[src/rtl/saber_pkg.sv]
// Shared types and helpers for the Saber negacyclic MAC array.
// SABER_LIGHTSABER_EN widens the supported secret magnitude range from 0..4 to 0..5.
package saber_pkg;

    localparam int Q_W    = 13;
    localparam int LANE_W = 16;

`ifdef SABER_LIGHTSABER_EN
    localparam int MAX_MAG = 5;
`else
    localparam int MAX_MAG = 4;
`endif

    // Sign-magnitude secret coefficient: value = (sign ? -mag : mag).
    typedef struct packed {
        logic       sign;
        logic [2:0] mag;
    } sec_coef_t;

    typedef enum logic [2:0] {
        ST_IDLE  = 3'd0,
        ST_LOAD  = 3'd1,
        ST_READY = 3'd2,
        ST_RUN   = 3'd3,
        ST_DRAIN = 3'd4,
        ST_DONE  = 3'd5
    } state_t;

    // Zero must stay 4'b0000, so the sign only flips for a non-zero magnitude.
    function automatic sec_coef_t sec_neg(input sec_coef_t c);
        sec_coef_t r;
        r = c;
        if (c.mag != 3'd0) r.sign = ~c.sign;
        return r;
    endfunction

    function automatic sec_coef_t sec_canon(input logic [3:0] d);
        sec_coef_t r;
        r = sec_coef_t'(d);
        if (r.mag == 3'd0) r.sign = 1'b0;
        return r;
    endfunction

endpackage

[src/rtl/saber_mac_lane.sv]
// One MAC lane: selects the registered multiple of a by the tap magnitude and
// adds or subtracts it from a 13-bit accumulator.
module saber_mac_lane
    import saber_pkg::*;
(
    input  logic                      clk,
    input  logic                      rst,
    input  logic                      clear,
    input  logic                      en,
    input  logic [MAX_MAG:1][Q_W-1:0] ax_mul,
    input  sec_coef_t                 tap,
    input  logic                      sneg,
    output logic [Q_W-1:0]            acc,
    output logic                      bad
);

    logic [Q_W-1:0] prod;
    logic [Q_W-1:0] acc_next;

    always_comb begin
        prod = '0;
        bad  = 1'b0;
        case (tap.mag)
            3'd0: prod = '0;
            3'd1: prod = ax_mul[1];
            3'd2: prod = ax_mul[2];
            3'd3: prod = ax_mul[3];
            3'd4: prod = ax_mul[4];
`ifdef SABER_LIGHTSABER_EN
            3'd5: prod = ax_mul[5];
`endif
            default: bad = 1'b1;
        endcase
        // sneg is set on the run after a full rotation, when sreg holds -s.
        acc_next = (tap.sign ^ sneg) ? acc - prod : acc + prod;
    end

    always_ff @(posedge clk) begin
        if (rst) begin
            acc <= '0;
        end else if (clear) begin
            acc <= '0;
        end else if (en) begin
            acc <= acc_next;
        end
    end

endmodule

[src/rtl/saber_mac_array.sv]
// Sequential negacyclic MAC array: rotating secret register, streamed public
// coefficients, NUM_MAC accumulating lanes. Optional macro: SABER_LIGHTSABER_EN.
module saber_mac_array
    import saber_pkg::*;
#(
    parameter int NUM_MAC = 8,
    parameter int N       = 256
) (
    input  logic                      clk,
    input  logic                      rst,
    input  logic                      s_valid,
    input  logic [3:0]                s_data,
    output logic                      s_ready,
    input  logic                      start,
    input  logic                      acc_keep,
    input  logic                      a_valid,
    input  logic [Q_W-1:0]            a_data,
    output logic                      a_ready,
    output logic [NUM_MAC*LANE_W-1:0] result,
    output logic                      result_valid,
    output logic                      busy,
    output logic                      err,
    output state_t                    dbg_state
);

    localparam int               CNT_W     = $clog2(N) + 1;
    localparam logic [CNT_W-1:0] LAST_IDX  = CNT_W'(N - 1);
    localparam logic [CNT_W-1:0] FULL_CNT  = CNT_W'(N);
    localparam state_t           LOAD_DEST = (N == 1) ? ST_READY : ST_LOAD;

    state_t         state;
    state_t         state_next;
    logic [CNT_W-1:0] load_cnt;
    logic [CNT_W-1:0] a_cnt;
    logic           sneg;
    sec_coef_t      sreg [N];

    logic start_accept;
    logic load_entry;
    logic s_accept;
    logic a_accept;
    logic lane_clear;

    logic                      s1_valid;
    logic                      s1_sneg;
    logic [MAX_MAG:1][Q_W-1:0] ax_next;
    logic [MAX_MAG:1][Q_W-1:0] ax_q;
    sec_coef_t                 tap_q [NUM_MAC];

    logic [Q_W-1:0]     lane_acc [NUM_MAC];
    logic [NUM_MAC-1:0] lane_bad;

    // Handshake: a transfer happens on a rising edge where valid && ready are
    // both high; valid may drop at any time and no state moves without a transfer.
    always_comb begin
        start_accept = start && (state == ST_READY || state == ST_DONE);
        load_entry   = s_valid && !start_accept && (state == ST_IDLE || state == ST_DONE);
        s_accept     = load_entry || (s_valid && state == ST_LOAD);
        s_ready      = (state == ST_IDLE) || (state == ST_LOAD) || (state == ST_DONE);
        a_ready      = (state == ST_RUN) && (a_cnt != FULL_CNT);
        a_accept     = a_valid && a_ready;
        lane_clear   = start_accept && !acc_keep;
        result_valid = (state == ST_DONE);
        busy         = (state == ST_LOAD) || (state == ST_RUN) || (state == ST_DRAIN);
        dbg_state    = state;
    end

    always_comb begin
        state_next = state;
        case (state)
            ST_IDLE, ST_DONE: begin
                if (start_accept) state_next = ST_RUN;
                else if (load_entry) state_next = LOAD_DEST;
            end
            ST_LOAD:  if (s_accept && load_cnt == LAST_IDX) state_next = ST_READY;
            ST_READY: if (start_accept) state_next = ST_RUN;
            ST_RUN:   if (a_accept && a_cnt == LAST_IDX) state_next = ST_DRAIN;
            ST_DRAIN: state_next = ST_DONE;
            default:  state_next = ST_IDLE;
        endcase
    end

    always_ff @(posedge clk) begin
        if (rst) begin
            state    <= ST_IDLE;
            load_cnt <= '0;
            a_cnt    <= '0;
            sneg     <= 1'b0;
            err      <= 1'b0;
        end else begin
            state <= state_next;
            if (load_entry) begin
                load_cnt <= CNT_W'(1);
                sneg     <= 1'b0;
                err      <= 1'b0;
            end else if (s_accept) begin
                load_cnt <= load_cnt + 1'b1;
            end
            if (start_accept) a_cnt <= '0;
            else if (a_accept) a_cnt <= a_cnt + 1'b1;
            if (state == ST_DRAIN) sneg <= ~sneg;
            if (s1_valid && (|lane_bad)) err <= 1'b1;
        end
    end

    // Loading and rotation share the same shift; rotation negates the wrapped tail.
    always_ff @(posedge clk) begin
        if (rst) begin
            for (int k = 0; k < N; k++) sreg[k] <= '0;
        end else if (s_accept) begin
            for (int k = N - 1; k > 0; k--) sreg[k] <= sreg[k-1];
            sreg[0] <= sec_canon(s_data);
        end else if (a_accept) begin
            for (int k = N - 1; k > 0; k--) sreg[k] <= sreg[k-1];
            sreg[0] <= sec_neg(sreg[N-1]);
        end
    end

    always_comb begin
        ax_next[1] = a_data;
        ax_next[2] = a_data << 1;
        ax_next[3] = a_data + (a_data << 1);
        ax_next[4] = a_data << 2;
`ifdef SABER_LIGHTSABER_EN
        ax_next[5] = a_data + (a_data << 2);
`endif
    end

    always_ff @(posedge clk) begin
        if (rst) begin
            s1_valid <= 1'b0;
            s1_sneg  <= 1'b0;
            ax_q     <= '0;
            for (int l = 0; l < NUM_MAC; l++) tap_q[l] <= '0;
        end else begin
            s1_valid <= a_accept;
            if (a_accept) begin
                s1_sneg <= sneg;
                ax_q    <= ax_next;
                for (int l = 0; l < NUM_MAC; l++) tap_q[l] <= sreg[l];
            end
        end
    end

    for (genvar l = 0; l < NUM_MAC; l++) begin : g_lane
        saber_mac_lane u_lane (
            .clk    (clk),
            .rst    (rst),
            .clear  (lane_clear),
            .en     (s1_valid),
            .ax_mul (ax_q),
            .tap    (tap_q[l]),
            .sneg   (s1_sneg),
            .acc    (lane_acc[l]),
            .bad    (lane_bad[l])
        );
        assign result[l*LANE_W +: LANE_W] = {{(LANE_W - Q_W){1'b0}}, lane_acc[l]};
    end

endmodule
[config.mk]
export PLATFORM = sky130hd
export DESIGN_NAME = saber_mac_array
export DESIGN_NICKNAME = d
export VERILOG_FILES = /design/src/rtl/saber_pkg.sv /design/src/rtl/saber_mac_lane.sv /design/src/rtl/saber_mac_array.sv
export SDC_FILE = /design/constraint.sdc
export NUM_CORES = 2
export LEC_CHECK = 0
export CAP_MARGIN = 10
export CELL_PAD_IN_SITES_DETAIL_PLACEMENT = 1
export CELL_PAD_IN_SITES_GLOBAL_PLACEMENT = 1
export CORE_ASPECT_RATIO = 1.1
export CORE_UTILIZATION = 30
export CTS_CLUSTER_DIAMETER = 120
export CTS_CLUSTER_SIZE = 25
export DETAILED_ROUTE_END_ITERATION = 12
export HOLD_SLACK_MARGIN = 0.12
export PLACE_DENSITY_LB_ADDON = 0.1
export SLEW_MARGIN = 20
export SYNTH_ARGS = -nofsm -noshare
export SYNTH_HDL_FRONTEND = slang
export SYNTH_SLANG_ARGS = --single-unit
[constraint.sdc]
create_clock -name clk -period 47.5 [get_ports clk]
set_clock_uncertainty 0.15 [all_clocks]
set_input_delay 9.5 -clock clk [delete_from_list [all_inputs] [get_ports clk]]
set_output_delay 9.5 -clock clk [all_outputs]
set_load 0.05 [all_outputs]
==> flow_summary_export.csv <==
group,metric,value,unit
clock_network,clock_sink_count,1210,
worst_setup_path,critical_path_class,"in2reg",
synth,yosysSeqAreaShare,62.3,%
finish,layout.cells.non_filler,6824,
finish,area_growth,9.46,%
floorplanning,dieArea,188000,µm²
sta,fmaxAchievable,70.2,MHz
sta,report.final.setup_viol,0,
synth,synthArstFlopShare,0,%
detailed_routing,wl_per_cell,18.9,µm
worst_setup_path,required,47.72,ns
detailed_routing,drcViolationCount,0,
min_path,holdCritStartpoint,"sreg[3][2]",
sta,layout_min_cycle_time,14.25,ns
worst_setup_path,r2r-start,"a_cnt[0]",
clock_network,root_buffer,"clkbuf_16",
synth,synth_flop_cell,"edfxtp_1",
clock_network,htreeDepth,2,
floorplanning,ios,159,
worst_setup_path,startpoint,"a_valid",
synth,syn_inst,4471,
pwr,ir_drop,0.0315,mV
synth,synth_warnings,0,
clock_network,cts_setup_buffers,0,
sta,hold_viol_final,0,
detailed_routing,ant_nets,0,
detailed_routing,vias,34064,
sta,hold_ws,0.308,ns
sta,worst_slew_pin_slew,1.19,ns
floorplanning,std_cell_rows,165,
sta,final_max_slew_viol_count,0,
place,port_buffers,134,
floorplanning,die_x,413,µm
sta,rsz0062_at_grt,"false",
finish,finalNetCount,4501,
pwr,leakagePower,25.3,nW
synth,avgSynthCellArea,12.5,µm²
synth,synth-seq-cells,1210,
outcome,status,"finished clean",
clock_network,clk_latency,0.74,ns
detailed_routing,wirelength,129000,µm
job,cap_violations,0,
clock_network,path_clk_slew,0.10,ns
worst_setup_path,cp-end-kind,"register",
min_path,holdPathStages,2,
place,globalplace.congestion,0.768,
place,hpwl,73400,µm
grt,grt_max_degree,308,
min_path,hp-class,"reg2reg",
worst_setup_path,ff2ff_path_depth,12,
detailed_routing,drtPass1Iterations,5,
clock_network,clockBufferDepth,3,
clock_network,cts_hold_buf,0,
sta,setup_tns,0,ns
synth,synth_area,55800,µm²
detailed_routing,drt-initial-drc-count,2712,
clock_network,cts_resized,0,
worst_setup_path,cp.arrival,14.47,ns
floorplanning,core,184000,µm²
finish,drive_gt1_share,5.84,%
clock_network,cts_tree,"built",
finish,final_util,33.1,%
grt,first_global_vias,34186,
grt,antenna_found_initial,4,
clock_network,cts_made_buffers,58,
floorplanning,dieHeight,454,µm
detailed_routing,avgViaCountPerCell,4.99,
grt,grt_use_total,13.5,%
worst_setup_path,worstPathMaxFanout,73,
floorplanning,initial_core_util,30.3,%
grt,grt_pass1_wl,206000,µm
pwr,powerDensity,40.1,nW/µm²
sta,period_share,30.0,%
synth,synth_cell_type_count,75,
synth,synth_edf_count,1048,
grt,grt.overflow.total,0,
place,numPlacedInstances,6708,
worst_setup_path,worstSetupStartpointType,"primary input",
sta,max_slew_margin,20.9,%
-- layout make-up --
class                   count  area (µm²)
flip-flops and latches   1210       34700
clock inverters            14         238
diodes                      4        10.0
fillers                 19603      123000
repair buffers            187        1840
multi-input cells        2833       19400
well taps                2421        3030
inverters                  59         229
clock buffers              96        1590
-- through the flow --
step                total power, mW  area [µm²]  worst slack (ns)
finish                         2.45       61000             33.25
global route                   2.59       61000             32.89
CTS                            2.50       61000             33.20
detailed placement             1.87       59100             32.34
global placement               1.87       59100             32.32
floorplan                      1.81       55800             25.16
-- worst max-delay path: stages --
cell,delay [ns]
clkdlybuf4s50_1,0.52
and2_2,0.17
buf_4,0.46
nor2_1,0.27
buf_4,0.25
nand2_4,0.71
buf_4,0.81
buf_4,0.77
buf_4,0.79
-- synth_stat cells (9+ instances only) --
cell type  count  area share, %
o21ai_0       86           0.77
buf_4         25           0.34
buf_2         15           0.13
mux2_2        79            1.6
a21oi_1      133            1.2
nor3_1        50           0.45
xor2_1        83            1.3
mux2i_1       67            1.2
nor4bb_1     102            1.8
a41o_1        10           0.18
inv_1         58           0.39
mux2_1         9           0.18
nand3_1       34           0.31
nor2_1       207            1.4
nand4_1       17           0.19
fa_1           9           0.32
nand2_1      188            1.3
xnor2_1      107            1.7
a31oi_1       30           0.34
a211oi_1      77            1.0
dfxtp_1      162            5.8
a2bb2oi_1      9           0.14
and3_1      1050             12
and2_1        10           0.11
o21a_1        23           0.31
buf_1         14          0.094
nor2b_1       69           0.77
o22ai_1       13           0.15
ha_1         120            2.7
a22oi_1       26           0.35
or2_2         22           0.25
a21o_1        14           0.19
clkbuf_1     336            2.3
nand2b_1      15           0.17
edfxtp_1    1048             56
or3_1         32           0.36
o211ai_1      12           0.16
-- flip-flops by register name, summed over array words and instances (netlist names) --
register,count
s1_valid,1
a_cnt,9
s1_sneg,1
tap_q,32
ax_q,25
sneg,1
dbg_state,3
load_cnt,9
err,1
sreg,1024
g_lane.u_lane.acc,104
-- cells by family after synthesis --
family | Yosys count | share of synthesized area (%)
AO/OA/AOI/OAI | 505 | 6.07
XOR/XNOR | 191 | 3.01
adder cells (fa/ha/maj) | 129 | 3.02
buffers and inverters | 451 | 3.26
flip-flops | 1210 | 62.3
multiplexers | 155 | 2.98
other | 1 | 0.00673
AND/OR/NAND/NOR | 1829 | 19.4
-- routing by layer --
| metal | vias to the layer above | wire, µm | global-route usage [%] |
|---|---|---|---|
| met4 | 2 | 2460 | 2.87 |
| met3 | 114 | 3080 | 1.63 |
| met2 | 268 | 59200 | 21.4 |
| li1 | 16436 | - | - |
| met5 | - | 12 | 0 |
| met1 | 17244 | 64300 | 19.6 |
-- final timing paths --
kind              slack (ns)     endpoint
setup / recovery       33.25  sreg[86][2]
hold / removal          0.31   sreg[3][2]
setup reg to reg       41.34  sreg[86][2]
hold reg to reg         0.31   sreg[3][2]
-- cells in the final DEF, fill, tap and decap left out, types with 38 or more instances in the layout --
cell type,Yosys,routed
and3_1,1050,1050
edfxtp_1,1048,1048
nor2_1,207,207
nand2_1,188,184
dfxtp_1,162,160
a21oi_1,133,133
clkdlybuf4s50_1,0,133
ha_1,120,120
xnor2_1,107,107
nor4bb_1,102,102
o21ai_0,86,86
xor2_1,83,82
mux2_2,79,79
a211oi_1,77,77
nor2b_1,69,69
mux2i_1,67,67
clkbuf_16,0,58
inv_1,58,57
nor3_1,50,50
buf_4,25,43
clkbuf_1,336,38
-- where the power goes --
| part | switching [mW] | internal (mW) |
|---|---|---|
| clock network | 0.362 | 0.245 |
| registers | 0.0593 | 1.37 |
| logic | 0.274 | 0.136 |
| total | 0.695 | 1.75 |
No activity file was read; power rests on OpenSTA's default activity.
